<file path="config.mk">
export PLATFORM = sky130hd
export DESIGN_NAME = serial_add_ctrl
export DESIGN_NICKNAME = d
export VERILOG_FILES = /design/src/rtl/serial_add_ctrl.sv
export SDC_FILE = /design/constraint.sdc
export NUM_CORES = 1
export LEC_CHECK = 0
export ABC_AREA = 1
export BUFFER_PORTS_ARGS = -buffer_cell sky130_fd_sc_hd__buf_2
export CAP_MARGIN = 20
export CORE_ASPECT_RATIO = 0.6
export CORE_MARGIN = 10
export CORE_UTILIZATION = 25
export DETAILED_ROUTE_END_ITERATION = 10
export GPL_TIMING_DRIVEN = 0
export PLACE_DENSITY_LB_ADDON = 0.2
export SLEW_MARGIN = 20
export SYNTH_ARGS = -nofsm -noshare
export SYNTH_HDL_FRONTEND = slang
export SYNTH_SLANG_ARGS = --single-unit
export TNS_END_PERCENT = 10
</file>
<file path="constraint.sdc">
create_clock -name clk -period 1.1 [get_ports clk]
set_input_delay 0.055 -clock clk [delete_from_list [all_inputs] [get_ports clk]]
set_output_delay 0.055 -clock clk [all_outputs]
set_load 0.02 [all_outputs]
</file>
<file path="src/rtl/serial_add_ctrl.sv">
// Bit-serial adder sequencer: drives an external 1-bit full adder LSB first
// and assembles the WIDTH-bit sum plus final carry, one bit per clock.
//
// state | meaning
// IDLE  | waiting for start; previous result held on sum/cout
// RUN   | one operand bit per cycle through the external full adder
// DONE  | result valid, done pulsed for one cycle
module serial_add_ctrl #(
    parameter int WIDTH = 8,
    parameter int CNT_W = 6
) (
    input  logic             clk,
    input  logic             rst_n,
    input  logic             start,
    input  logic [WIDTH-1:0] a_in,
    input  logic [WIDTH-1:0] b_in,
    input  logic             cin,
    output logic             fa_a,
    output logic             fa_b,
    output logic             fa_cin,
    input  logic             fa_s,
    input  logic             fa_cout,
    output logic             busy,
    output logic             done,
    output logic [WIDTH-1:0] sum,
    output logic             cout
);

    localparam logic [1:0] S_IDLE = 2'd0;
    localparam logic [1:0] S_RUN  = 2'd1;
    localparam logic [1:0] S_DONE = 2'd2;

    localparam logic [CNT_W-1:0] CNT_LAST = CNT_W'(WIDTH - 1);

    logic [1:0]       state_q, state_d;
    logic [WIDTH-1:0] a_sh_q, a_sh_d;
    logic [WIDTH-1:0] b_sh_q, b_sh_d;
    logic [WIDTH-1:0] sum_sh_q, sum_sh_d;
    logic             carry_q, carry_d;
    logic [CNT_W-1:0] cnt_q, cnt_d;

    // Concatenate-then-drop keeps the shift legal for WIDTH == 1.
    logic [WIDTH:0]   sum_ext;
    assign sum_ext = {fa_s, sum_sh_q};

    always_comb begin
        state_d  = state_q;
        a_sh_d   = a_sh_q;
        b_sh_d   = b_sh_q;
        sum_sh_d = sum_sh_q;
        carry_d  = carry_q;
        cnt_d    = cnt_q;
        case (state_q)
            S_IDLE: begin
                if (start) begin
                    a_sh_d   = a_in;
                    b_sh_d   = b_in;
                    carry_d  = cin;
                    cnt_d    = '0;
                    sum_sh_d = '0;
                    state_d  = S_RUN;
                end
            end
            S_RUN: begin
                sum_sh_d = sum_ext[WIDTH:1];
                a_sh_d   = a_sh_q >> 1;
                b_sh_d   = b_sh_q >> 1;
                carry_d  = fa_cout;
                cnt_d    = cnt_q + CNT_W'(1);
                if (cnt_q == CNT_LAST) begin
                    state_d = S_DONE;
                end
            end
            S_DONE: begin
                state_d = S_IDLE;
            end
            default: begin
                state_d = S_IDLE;
            end
        endcase
    end

    always_ff @(posedge clk or negedge rst_n) begin
        if (!rst_n) begin
            state_q  <= S_IDLE;
            a_sh_q   <= '0;
            b_sh_q   <= '0;
            sum_sh_q <= '0;
            carry_q  <= 1'b0;
            cnt_q    <= '0;
        end else begin
            state_q  <= state_d;
            a_sh_q   <= a_sh_d;
            b_sh_q   <= b_sh_d;
            sum_sh_q <= sum_sh_d;
            carry_q  <= carry_d;
            cnt_q    <= cnt_d;
        end
    end

    assign busy   = (state_q == S_RUN);
    assign done   = (state_q == S_DONE);
    assign fa_a   = busy & a_sh_q[0];
    assign fa_b   = busy & b_sh_q[0];
    assign fa_cin = busy & carry_q;
    assign sum    = sum_sh_q;
    assign cout   = carry_q;

endmodule

</file>
=== Word-level counts from Yosys, hierarchy flattened ===
Cells that the tools add are included.

* $add $sub $neg: 1
* Equality and inequality tests: 5
* Mux-type cells: 13
* Bitwise logic cells: 3
* Reduce and logical (&&, ||, !) cells: 4

{| class="wikitable"
|+ Operators with widths
! cell !! number
|-
| $pmux 8 s2 || 3
|-
| $mux 8 || 3
|-
| $pmux 6 s2 || 1
|-
| $add 6x1->6 const B || 1
|-
| $eq 6x3->1 const B || 1
|-
| $mux 6 || 1
|-
| $mux 2 || 2
|-
| $pmux 2 s2 || 1
|-
| $reduce_and 2->1 || 2
|-
| $and 1x1->1 || 3
|-
| $eq 2x1->1 const B || 1
|-
| $eq 2x2->1 const B || 1
|-
| $logic_not 2->1 || 1
|-
| $ne 2x1->1 const B || 1
|-
| $ne 2x2->1 const B || 1
|-
| $pmux 1 s2 || 1
|-
| $reduce_bool 2->1 || 1
|-
| $mux 1 || 1
|}

* Bits in registers: 33
* Input bits: 22
* Output and inout port bits: 14
* Logic and storage cells: 32

=== Depth between registers and ports, before layout ===
* Depth in word-level cells: 3
* Depth in mapped cells: 7
* Mapped depth without buffers: 7

=== Least setup slack after synthesis ===
No wires, ideal clock.

* Kind: flip-flop to output port
* Start: register state_q[1]
* End: output port fa_a
* Data arrival time: 1.042 ns
* Required time: 1.045 ns
* Slack: 0.003 ns
* Stages on the path, launching flop included: 5
* Path buffers: 1
* Path through: dfrtp_1 -> inv_2 -> nand2_2 -> buf_2 -> nor2_1

* Cells in the longest elaborated chain, start to end: 2

{| class="wikitable"
|+ RTL lines
! item !! line !! source
|-
| start, declared || 35 || <nowiki>logic [1:0] state_q, state_d;</nowiki>
|-
| start signal, assigned || 92 || <nowiki>state_q <= state_d;</nowiki>
|-
| $eq 2x1->1 || 101 || <nowiki>assign busy = (state_q == S_RUN);</nowiki>
|-
| $and 1x1->1 || 103 || <nowiki>assign fa_a = busy & a_sh_q[0];</nowiki>
|-
| end, declared || 18 || <nowiki>output logic fa_a,</nowiki>
|}

No other way between the ends.

=== Final worst setup path ===
* Start: register state_q[1]
* End: output port fa_cin

* Cells in the longest elaborated chain, start to end: 2

{| class="wikitable"
|+ RTL lines
! item !! line !! source
|-
| $eq 2x1->1 || 101 ||
|-
| $and 1x1->1 || 105 || <nowiki>assign fa_cin = busy & carry_q;</nowiki>
|-
| end, declared || 20 || <nowiki>output logic fa_cin,</nowiki>
|}

No other way between the ends.

==> results.json <==
{
  "path_depth": 5,
  "cts_tree": "built",
  "outcome": "finished with violations",
  "final-hold-violation-count": 0,
  "hold_path_class": "in2reg",
  "critical-path-top-delay-family": "flip-flops",
  "min_period_ns": 1.31,
  "crit_path_start_kind": "flop",
  "timing.fmax_mhz": 766,
  "critical_path_buf_inv_count": 3,
  "h-tree-depth": 2,
  "fin_area_mm2": 0.00213,
  "post-route-period-util_pct": 119,
  "ys_seq_area_share_pct": 56.5,
  "grt_antenna_before_repair": 0,
  "die_h_um": 79.3,
  "yosysWarnings": 0,
  "rows": 21,
  "holdPathStages": 3,
  "synth_area_leaders": "dfrtp_1 (56%), nand2_1 (17%), nand3_1 (5.8%)",
  "vias": 1285,
  "netlist_area_mm2": 0.00146,
  "cts_buffers": 5,
  "nNetsFinal": 260,
  "p_per_area_mw_per_mm2": 1760,
  "io_pins": 36,
  "cp_data_arrival_time_ns": 1.25,
  "max_stage_delay_ns": 0.42,
  "first_global_vias": 1376,
  "final_common_cell": "nand2_1",
  "start_util_pct": 26.0,
  "fin_hold_ws_ns": 0.0108,
  "clk_pin_slew_worst_paths_ns": 0.07,
  "synth_top_area_share_pct": 56.5,
  "die_w_um": 119,
  "dieArea_mm2": 0.00941,
  "fin_ws_ns": -0.206,
  "cp_cell_sequence": "inv_2, nand2_4, buf_8, nor2_4, buf_6",
  "relSlewSlack_pct": 50.0,
  "area_growth_pct": 45.8,
  "drc_errors": 0,
  "io_buffers": 35,
  "yosys.area.top_type": "dfrtp_1",
  "drt-initial-drc-count": 55,
  "n_antenna_cell": 0,
  "ys_ff_latch": 33,
  "cts.path.max_buffers": 2,
  "setup_viol_count_final": 31,
  "track_usage_pct": 8.82,
  "syn_inst": 174,
  "syn_avg_cell_area_um2": 8.41,
  "wl_um": 3830,
  "place_area_mm2": 0.00174,
  "dp_cells": 289,
  "drive_above_1_share_pct": 30.7,
  "violations": "negative setup slack",
  "finalClockSkew_ns": 0.00504,
  "cap_violations": 0,
  "rsz0062_at_grt": "true",
  "n_fill_cell": 612,
  "clk_latency_ns": 0.29,
  "hpwl_um": 2730,
  "cp_max_fo": 4,
  "viasPerCell": 4.04,
  "overflow": 0,
  "ant_nets": 0,
  "tightest_slew_ns": 0.750,
  "synth_fp_nets": 197,
  "core_region_area_mm2": 0.00562,
  "power.leakage_nw": 1.09,
  "cts_sinks": 33,
  "crit_type": "reg2out",
  "stdcell_count": 318,
  "grt_pass1_wl_um": 6750,
  "cts_root_buf": "clkbuf_8",
  "cp-end-kind": "primary output",
  "vdd_drop_max_mv": 0.731,
  "finalMaxSlewViolations": 0,
  "ys_types": 16,
  "wl_per_cell_um": 12.0,
  "grt_max_degree": 34,
  "gp_congestion": 0.738,
  "layout_common_cells": "nand2_1 (66), dfrtp_1 (32), buf_2 (30)",
  "rr_worst_depth": 7,
  "first_pass_iters": 4,
  "crit_path_top_delay_cell": "dfrtp_1",
  "cp_data_required_time_ns": 1.04
}
Yosys cell counts (all sizes together):
master	instances
nand4	1
nand3	17
buf	6
nor2	11
nand2	69
o211ai	3
o22ai	7
o21ai	6
dfrtp	33
ha	1
inv	20
metrics by stage:
stage	TNS (ns)	setup WS, ns	util (%)	power [mW]
2_1_floorplan	0	0.00316	-	2.22
3_3_place_gp	-3.99	-0.225	30.9	2.55
3_5_place_dp	-4.16	-0.234	30.9	2.56
4_1_cts	-3.20	-0.209	37.0	3.74
5_1_grt	-5.37	-0.283	37.9	4.03
6_report	-2.81	-0.206	37.9	3.74
final timing paths:
| kind | startpoint | to | slack [ns] |
|---|---|---|---|
| max | state_q[1] | fa_cin | -0.21 |
| min | a_in[5] | a_sh_q[5] | 0.01 |
| max reg2reg | state_q[1] | b_sh_q[5] | -0.14 |
| min reg2reg | b_sh_q[7] | b_sh_q[7] | 0.48 |
| max in group asynchronous | rst_n | state_q[0] | 0.20 |
| min in group asynchronous | rst_n | b_sh_q[0] | 0.38 |
flip-flops by register name, indices dropped and copies added (netlist names):
register and cells:
state_q 2, b_sh_q 8, cnt_q 6, cout 1, sum 8, a_sh_q 8
tightest hold or removal path, cell delays in order:
cell	delay [ns]
buf_2	0.07
nand2_1	0.06
nand3_1	0.07
cell type report:
cell class,count,area (µm²),area share (%)
inverters,20,75.1,3.52
clock buffers,5,68.8,3.23
well taps,80,100,4.69
flip-flops and latches,33,827,38.8
multi-input cells,115,577,27.1
repair buffers,56,395,18.5
clock inverters,3,17.5,0.822
plain buffers,6,71.3,3.35
timing repair:
item,in CTS,in global routing
pin swaps,3,4
endpoints found under the hold margin,46,0
gates resized for setup,27,6
hold buffers,14,0
endpoints found under the setup margin,33,36
buffers inserted,4,3
cloned,0,0
layer usage:
metal  vias up  global-route usage, %  wire, µm
met5         -                      0         0
met2        32                   11.2      1450
met4         0                   2.55        10
met3         2                   4.10       270
li1        674                      -         -
met1       577                   12.6      2100
where the power goes:
| part | switching, mW | total [mW] | internal, mW |
|---|---|---|---|
| Combinational | 0.715 | 1.28 | 0.562 |
| Sequential | 0.127 | 1.56 | 1.43 |
| Clock | 0.470 | 0.906 | 0.436 |
logic make-up (layout without fill, tap and decap cells):
family	count (synthesis)	in the layout	share of synthesized area (%)
adder cells (fa/ha/maj)	1	1	0.855
flip-flops	33	33	56.5
AO/OA/AOI/OAI	16	16	6.59
AND/OR/NAND/NOR	98	98	28.3
buffers and inverters	26	90	7.78
Note: power is estimated with default switching activity, not from simulation.
